File: config.mk
export PLATFORM = sky130hd
export DESIGN_NAME = mem_ext_arb
export DESIGN_NICKNAME = d
export VERILOG_FILES = /design/src/rtl/mem_arb_pkg.sv /design/src/rtl/mem_arb_pick.sv /design/src/rtl/mem_ext_arb.sv
export SDC_FILE = /design/constraint.sdc
export NUM_CORES = 1
export LEC_CHECK = 0
export ABC_AREA = 1
export CAP_MARGIN = 20
export CELL_PAD_IN_SITES_DETAIL_PLACEMENT = 0
export CELL_PAD_IN_SITES_GLOBAL_PLACEMENT = 1
export CORE_AREA = 2 2 202 204
export DETAILED_ROUTE_END_ITERATION = 16
export DIE_AREA = 0 0 204 206
export PLACE_DENSITY_LB_ADDON = 0.1
export SLEW_MARGIN = 25
export SYNTH_ARGS = -nofsm -noshare
export SYNTH_HDL_FRONTEND = slang
export SYNTH_SLANG_ARGS = --single-unit
File: constraint.sdc
create_clock -name clock -period 2.5 [get_ports clock]
set_input_delay 0.375 -clock clock [delete_from_list [all_inputs] [get_ports clock]]
set_output_delay 0.375 -clock clock [all_outputs]
set_load 0.01 [all_outputs]
File: src/rtl/mem_arb_pkg.sv
// Shared types and default sizing for the two-requester memory-macro arbiter.
package mem_arb_pkg;

    localparam int ADDR_W = 25;
    localparam int DATA_W = 64;
    localparam int MASK_W = DATA_W / 8;
    localparam int DEPTH  = 128;

    typedef enum logic [1:0] {
        RD  = 2'd0,
        WR  = 2'd1,
        ERR = 2'd2
    } rsp_kind_e;

    // Response type of a granted request; out-of-range wins over direction.
    function automatic rsp_kind_e kind_of(input logic we, input logic in_rng);
        if (!in_rng) return ERR;
        return we ? WR : RD;
    endfunction

endpackage

File: src/rtl/mem_arb_pick.sv
// 2-way one-hot grant. Round-robin pointer when MEM_ARB_RR_EN is defined,
// otherwise fixed priority to requester 0.
module mem_arb_pick
    import mem_arb_pkg::*;
(
    input  logic       clk_i,
    input  logic       rst_i,
    input  logic [1:0] valid_i,
    output logic [1:0] gnt_o
);

`ifdef MEM_ARB_RR_EN
    // ptr_q names the requester that wins a contested cycle.
    logic ptr_q, ptr_d;

    always_comb begin
        gnt_o[0] = valid_i[0] & (~valid_i[1] | ~ptr_q);
        gnt_o[1] = valid_i[1] & (~valid_i[0] |  ptr_q);
    end

    always_comb begin
        ptr_d = ptr_q;
        if (gnt_o[0])      ptr_d = 1'b1;
        else if (gnt_o[1]) ptr_d = 1'b0;
    end

    always_ff @(posedge clk_i or posedge rst_i) begin
        if (rst_i) ptr_q <= 1'b0;
        else       ptr_q <= ptr_d;
    end
`else
    logic unused_clk_rst;
    assign unused_clk_rst = clk_i ^ rst_i;

    always_comb begin
        gnt_o[0] = valid_i[0];
        gnt_o[1] = valid_i[1] & ~valid_i[0];
    end
`endif

endmodule

File: src/rtl/mem_ext_arb.sv
// Two requesters sharing one 1R1W memory macro; one grant per cycle, response
// one cycle later. Optional MEM_ARB_RR_EN selects round-robin arbitration.
// The macro's W0_clk/R0_clk are tied to clock where the macro is instantiated.
module mem_ext_arb #(
    parameter int ADDR_W = mem_arb_pkg::ADDR_W,
    parameter int DATA_W = mem_arb_pkg::DATA_W,
    parameter int MASK_W = mem_arb_pkg::MASK_W,
    parameter int DEPTH  = mem_arb_pkg::DEPTH
) (
    input  logic              clock,
    input  logic              reset,

    input  logic              req0_valid,
    output logic              req0_ready,
    input  logic              req0_we,
    input  logic [ADDR_W-1:0] req0_addr,
    input  logic [DATA_W-1:0] req0_wdata,
    input  logic [MASK_W-1:0] req0_wmask,
    output logic              rsp0_valid,
    output logic [DATA_W-1:0] rsp0_data,
    output logic              rsp0_err,

    input  logic              req1_valid,
    output logic              req1_ready,
    input  logic              req1_we,
    input  logic [ADDR_W-1:0] req1_addr,
    input  logic [DATA_W-1:0] req1_wdata,
    input  logic [MASK_W-1:0] req1_wmask,
    output logic              rsp1_valid,
    output logic [DATA_W-1:0] rsp1_data,
    output logic              rsp1_err,

    output logic [ADDR_W-1:0] mem_W0_addr,
    output logic              mem_W0_en,
    output logic [DATA_W-1:0] mem_W0_data,
    output logic [MASK_W-1:0] mem_W0_mask,
    output logic [ADDR_W-1:0] mem_R0_addr,
    output logic              mem_R0_en,
    input  logic [DATA_W-1:0] mem_R0_data
);
    import mem_arb_pkg::*;

    logic [1:0]        vld, gnt;
    logic              any_gnt, sel, in_rng;
    logic              sel_we;
    logic [ADDR_W-1:0] sel_addr;

    // No grants while reset is high, so nothing reaches the macro or the pipe.
    assign vld = {req1_valid, req0_valid} & {2{~reset}};

    mem_arb_pick u_pick (
        .clk_i   (clock),
        .rst_i   (reset),
        .valid_i (vld),
        .gnt_o   (gnt)
    );

    assign req0_ready = gnt[0];
    assign req1_ready = gnt[1];
    assign any_gnt    = |gnt;
    assign sel        = gnt[1];

    assign sel_we   = sel ? req1_we   : req0_we;
    assign sel_addr = sel ? req1_addr : req0_addr;
    assign in_rng   = sel_addr < ADDR_W'(DEPTH);

    assign mem_W0_addr = sel_addr;
    assign mem_W0_data = sel ? req1_wdata : req0_wdata;
    assign mem_W0_mask = sel ? req1_wmask : req0_wmask;
    assign mem_R0_addr = sel_addr;
    assign mem_W0_en   = any_gnt &  sel_we & in_rng;
    assign mem_R0_en   = any_gnt & ~sel_we & in_rng;

    // One-entry response pipe: who owns next cycle's response and what kind.
    logic      rsp_pend_q, rsp_pend_d;
    logic      rsp_owner_q, rsp_owner_d;
    rsp_kind_e rsp_kind_q, rsp_kind_d;

    always_comb begin
        rsp_pend_d  = any_gnt;
        rsp_owner_d = sel;
        rsp_kind_d  = any_gnt ? kind_of(sel_we, in_rng) : RD;
    end

    always_ff @(posedge clock or posedge reset) begin
        if (reset) begin
            rsp_pend_q  <= 1'b0;
            rsp_owner_q <= 1'b0;
            rsp_kind_q  <= RD;
        end else begin
            rsp_pend_q  <= rsp_pend_d;
            rsp_owner_q <= rsp_owner_d;
            rsp_kind_q  <= rsp_kind_d;
        end
    end

    // Read data comes straight from the macro in the response cycle.
    logic rd_rsp;
    assign rd_rsp = rsp_kind_q == RD;

    assign rsp0_valid = rsp_pend_q & ~rsp_owner_q;
    assign rsp1_valid = rsp_pend_q &  rsp_owner_q;
    assign rsp0_err   = rsp0_valid & (rsp_kind_q == ERR);
    assign rsp1_err   = rsp1_valid & (rsp_kind_q == ERR);
    assign rsp0_data  = (rsp0_valid & rd_rsp) ? mem_R0_data : '0;
    assign rsp1_data  = (rsp1_valid & rd_rsp) ? mem_R0_data : '0;

endmodule

# Yosys cells after proc, flatten, opt, wreduce, memory -nomap -nowiden
# Cells that the tools add are included.
[classes] reduce_logical=2 mux=9 n_eq_ne=1 order_cmp=1 bitwise=16
[ops] operator="64-bit two-way mux" n=3
[ops] operator="25-bit by 8-bit < comparator with 1-bit output (second input constant)" n=1
[ops] operator="25-bit two-way mux" n=1
[ops] operator="1-bit bitwise AND" n=11
[ops] operator="8-bit two-way mux" n=1
[ops] operator="2-bit two-way mux" n=2
[ops] operator="1-bit NOT" n=4
[ops] operator="2-bit bitwise AND" n=1
[ops] operator="2-bit == test (second input constant)" n=1
[ops] operator="2-bit zero test" n=1
[ops] operator="1-bit two-way mux" n=2
[ops] operator="2-bit OR reduction" n=1
[word_totals] ff_bits=4 input_bits=264

# Depth between registers and ports, before layout
[depth] ltp_word=8 mapped_depth=11

# Modules after synthesis
# From an unflattened synthesis, not the netlist that was laid out.
[unflattened] hier_cells=591 hier_area_um2=2476.1
[by_module_without_submodules] mod="mem_ext_arb" instances=1 seq_area_each_um2=100.1 area_each_um2=2458.6 cells_per_inst=588
[by_module_without_submodules] mod="mem_arb_pick" instances=1 seq_area_each_um2=0.0 area_each_um2=17.5 cells_per_inst=3

# Worst setup path before layout
# OpenSTA, ideal clock, no wires.
[synth_timing] path_kind="input to output" from="in reset" to="out mem_R0_en" path_slack_ps=646 n_path_buf=2 arrival_ps=1479 required_time_ps=2125 cell_stages=9 path_cell_list="inv_2 > nand3_2 > buf_6 > buf_6 > nand2_1 > nand2_1 > nor2_1 > nand3_1 > nor3_1"
[synth_between] elab_cells_between_ends=11 cone_classes="order compare: 1; mux: 2; bitwise: 7; reduce/logical: 1"
[synth_lines] element="start, declared" line_no="mem_ext_arb.sv:11" source="input logic reset,"
[synth_lines] element="1-bit NOT (*)" line_no="mem_ext_arb.sv:49" source="assign vld = {req1_valid, req0_valid} & {2{~reset}};"
[synth_lines] element="2-bit bitwise AND (*)" line_no="mem_ext_arb.sv:49"
[synth_lines] element="1-bit NOT" line_no="mem_arb_pick.sv:37" source="gnt_o[1] = valid_i[1] & ~valid_i[0];"
[synth_lines] element="1-bit bitwise AND (*)" line_no="mem_arb_pick.sv:37"
[synth_lines] element="25-bit two-way mux (*)" line_no="mem_ext_arb.sv:64" source="assign sel_addr = sel ? req1_addr : req0_addr;"
[synth_lines] element="net mem_R0_addr[21]" line_no="mem_ext_arb.sv:37" source="output logic [ADDR_W-1:0] mem_R0_addr,"
[synth_lines] element="25-bit by 8-bit < comparator with 1-bit output (*)" line_no="mem_ext_arb.sv:65" source="assign in_rng = sel_addr < ADDR_W'(DEPTH);"
[synth_lines] element="1-bit bitwise AND (*)" line_no="mem_ext_arb.sv:72" source="assign mem_R0_en = any_gnt & ~sel_we & in_rng;"
[synth_lines] element="end, declared" line_no="mem_ext_arb.sv:38" source="output logic mem_R0_en,"
# The timed path passes the listed nets; every way through them passes the cells marked *.

# Worst setup path in the final report
[layout_timing] from="in req1_valid" to="out mem_W0_addr[24]"
[layout_between] elab_chain_len=3
[layout_rtl] element="start, declared" line_no="mem_ext_arb.sv:23" source="input logic req1_valid,"
[layout_rtl] element="2-bit bitwise AND" line_no="mem_ext_arb.sv:49"
[layout_rtl] element="1-bit bitwise AND" line_no="mem_arb_pick.sv:37"
[layout_rtl] element="25-bit two-way mux" line_no="mem_ext_arb.sv:64"
[layout_rtl] element="end, declared" line_no="mem_ext_arb.sv:33" source="output logic [ADDR_W-1:0] mem_W0_addr,"
# No other way between the ends.

==> flow_metrics.py <==
metrics = {
    "status": {
        "outcome": "finished clean",
    },
    "cts": {
        "numCtsBuffers": 3,
        "path_clk_slew_ns": 0.03,
        "root_buffer": "clkbuf_16",
        "cts_tree": "built",
        "cts.sinks": 4,
        "clock_path_buffers": 2,
        "ctsHoldBuffers": 0,
        "htreeDepth": 1,
    },
    "worst_setup_path": {
        "crit_chain": "dlygate4sd2_1, nand2_2, nor2_4, buf_6, buf_6, buf_4, nand2_1, nand2_1, buf_4, inv_1, clkdlybuf4s50_1",
        "cp_num_buf_inv": 7,
        "cpMaxStageDelayCell": "clkdlybuf4s50_1",
        "crit_type": "in2out",
        "critical_path.endpoint_type": "primary output",
        "path_max_fanout": 4,
        "crit_arrival_ns": 2.01,
        "start_kind": "input port",
        "cpPeakStageDelay_ns": 0.54,
        "cpLargestDelayFamily": "buffers and inverters",
        "worstPathRequired_ns": 2.12,
    },
    "global_route": {
        "grt_pass1_vias": 5381,
        "track_usage": 0.115,
        "grt_pass1_wl_mm": 35.4,
        "grt_antenna_before_repair": 4,
        "grt-ovfl-total": 0,
        "grt_max_degree": 65,
    },
    "layout": {
        "finalCoreUtilization": 0.219,
        "nets": 1406,
        "finish.instance_area_um2": 8800,
        "stdcell_count": 1675,
        "drive_gt1_frac": 0.0605,
        "areaGrowthSynthToFinish_pct": 237,
    },
    "die": {
        "coreArea_um2": 40200,
        "design.die.area_um2": 42000,
        "ios": 522,
        "start_util": 0.0650,
        "fp.dieH_um": 206,
        "fp.dieW_um": 204,
        "row_count": 74,
    },
    "placed_design": {
        "port-buffer-count": 521,
        "place_area_um2": 8540,
        "place_hpwl_mm": 23.3,
        "place_congestion": 0.734,
        "dp.cells": 1661,
    },
    "route": {
        "drt-initial-drc-count": 188,
        "drt-total-wl_mm": 26.8,
        "drc_errors": 0,
        "wire_per_inst_um": 16.0,
        "first_pass_iters": 5,
        "vias": 5386,
        "via_per_inst": 3.22,
        "ant_nets": 0,
    },
    "synth": {
        "synth_compound_area_frac": 0.00958,
        "synth_edf_count": 0,
        "synth_fa_ha_area_frac": 0,
        "synth_top_area_cell": "nand2_1",
        "syn-cell-area_um2": 2610,
        "synth_commonest_cells": "292 x nand2_1, 138 x nor2_1, 114 x inv_1",
        "synthXorXnorAreaFrac": 0,
        "synth_top_area_share": 0.420,
        "synth_ff_type": "dfrtp_1",
        "synth_top_family_by_area": "simple AND/OR/NAND/NOR gates",
        "synth.most_common_cell": "nand2_1",
        "async_flop_share": 1.00,
        "synth.area.top_cells": "nand2_1 42%, nor2_1 20%, inv_1 16%",
        "avgSynthCellArea_um2": 4.15,
        "syn_nets": 893,
        "syn_inst": 629,
        "ys_types": 19,
        "yosys_warnings": 0,
        "synthMuxAreaShare": 0,
        "ys_seq_area_frac": 0.0383,
        "ys_ff_latch": 4,
        "synth_simple_gate_area_frac": 0.654,
    },
    "timing": {
        "fin_hold_ws_ns": 0.468,
        "finalCritPeriodShare": 0.954,
        "slew_headroom": 0.695,
        "setup_viol_count_final": 0,
        "maxSlewViolCount": 0,
        "rsz0062_at_grt": "false",
        "worstMarginPinSlew_ns": 0.454,
        "fmax_mhz": 419,
        "finalHoldViolCount": 0,
        "period_needed_ns": 2.38,
    },
    "power": {
        "power_density_nw_per_um2": 191,
        "peakVddDrop_mv": 0.213,
        "leakage_nw": 4.25,
        "total_power_mw": 1.68,
    },
    "hold_path": {
        "hold_class": "in2async",
    },
    "run": {
        "cap_violations": 0,
    },
}
-- metrics by stage --
stage | setup TNS (ns) | setup slack, ns
global route | 0 | 0.00259
global placement | -31.02 | -0.505
detailed placement | -30.86 | -0.517
finish | 0 | 0.115
floorplan | 0 | 0.646
CTS | -0.00978 | -0.00978
-- cell usage in the layout, fill, tap and decap left out, types with 2 or more instances in the layout --
cell,n
nand3_2,3
dfrtp_1,4
clkdlybuf4s50_1,478
o21ai_0,3
nand2_2,7
o21ai_1,2
clkbuf_16,5
dlymetal6s2s_1,7
nand3_1,2
buf_2,2
inv_1,114
nand2_1,286
diode_2,3
buf_16,2
clkdlybuf4s15_1,2
buf_4,29
inv_2,2
nor2_1,136
nor2_2,3
buf_12,7
dlygate4sd2_1,32
buf_6,4
nor3_1,2
nor3_2,2
-- final cells by class --
class / instances / area, µm²
Fill cell: 4626 / 31400
Timing Repair Buffer: 566 / 5720
Multi-Input combinational cell: 451 / 1790
Tap cell: 532 / 666
Inverter: 116 / 435
Sequential cell: 4 / 100
Clock buffer: 3 / 75.1
Antenna cell: 3 / 7.51
-- state kept, by name, summed over array words and instances (netlist names) --
register,count
rsp_owner_q,1
rsp_pend_q,1
rsp_kind_q,2
-- where the power goes --
| part | switching (mW) | total [mW] | internal (mW) |
|---|---|---|---|
| sequential | 0.00133 | 0.0696 | 0.0683 |
| clock | 0.0406 | 0.245 | 0.204 |
| combinational | 0.533 | 1.37 | 0.834 |
-- final timing paths --
check                      depth (start not counted)  slack, ns                 endpoint       start
setup / recovery                                  11       0.12          mem_W0_addr[24]  req1_valid
max in group asynchronous                          5       1.92  rsp_kind_q[1]$_DFF_PP0_       reset
min in group clock                                 4       0.78  rsp_kind_q[1]$_DFF_PP0_       reset
hold / removal                                     5       0.47    rsp_owner_q$_DFF_PP0_       reset
-- logic make-up (layout without fill, tap and decap cells) --
family	Yosys count	after routing
simple gates	446	446
buf+inv	174	685
compound gates	5	5
flops	4	4
other cells	0	3
-- layer usage --
layer / part of all wire / wire, µm / GRT usage / up-vias
li1: - / - / - / 2762
met1: 0.29 / 7890 / 0.0955 / 2302
met2: 0.57 / 15300 / 0.244 / 310
met3: 0.13 / 3470 / 0.0585 / 8
met4: 0.0068 / 182 / 0.0140 / 4
met5: 0.0010 / 27 / 0 / -
-- what timing repair did --
item	4_1_cts	5_1_grt
gates cloned	2	2
pin swaps	3	4
setup buffers	4	1
setup endpoints to repair	106	66
resized for setup	54	19
-- worst min-delay path: stages --
cell	delay [ns]
clkdlybuf4s15_1	0.21
inv_2	0.11
buf_4	0.11
buf_4	0.09
buf_4	0.12
Note: power is estimated with default switching activity, not from simulation.
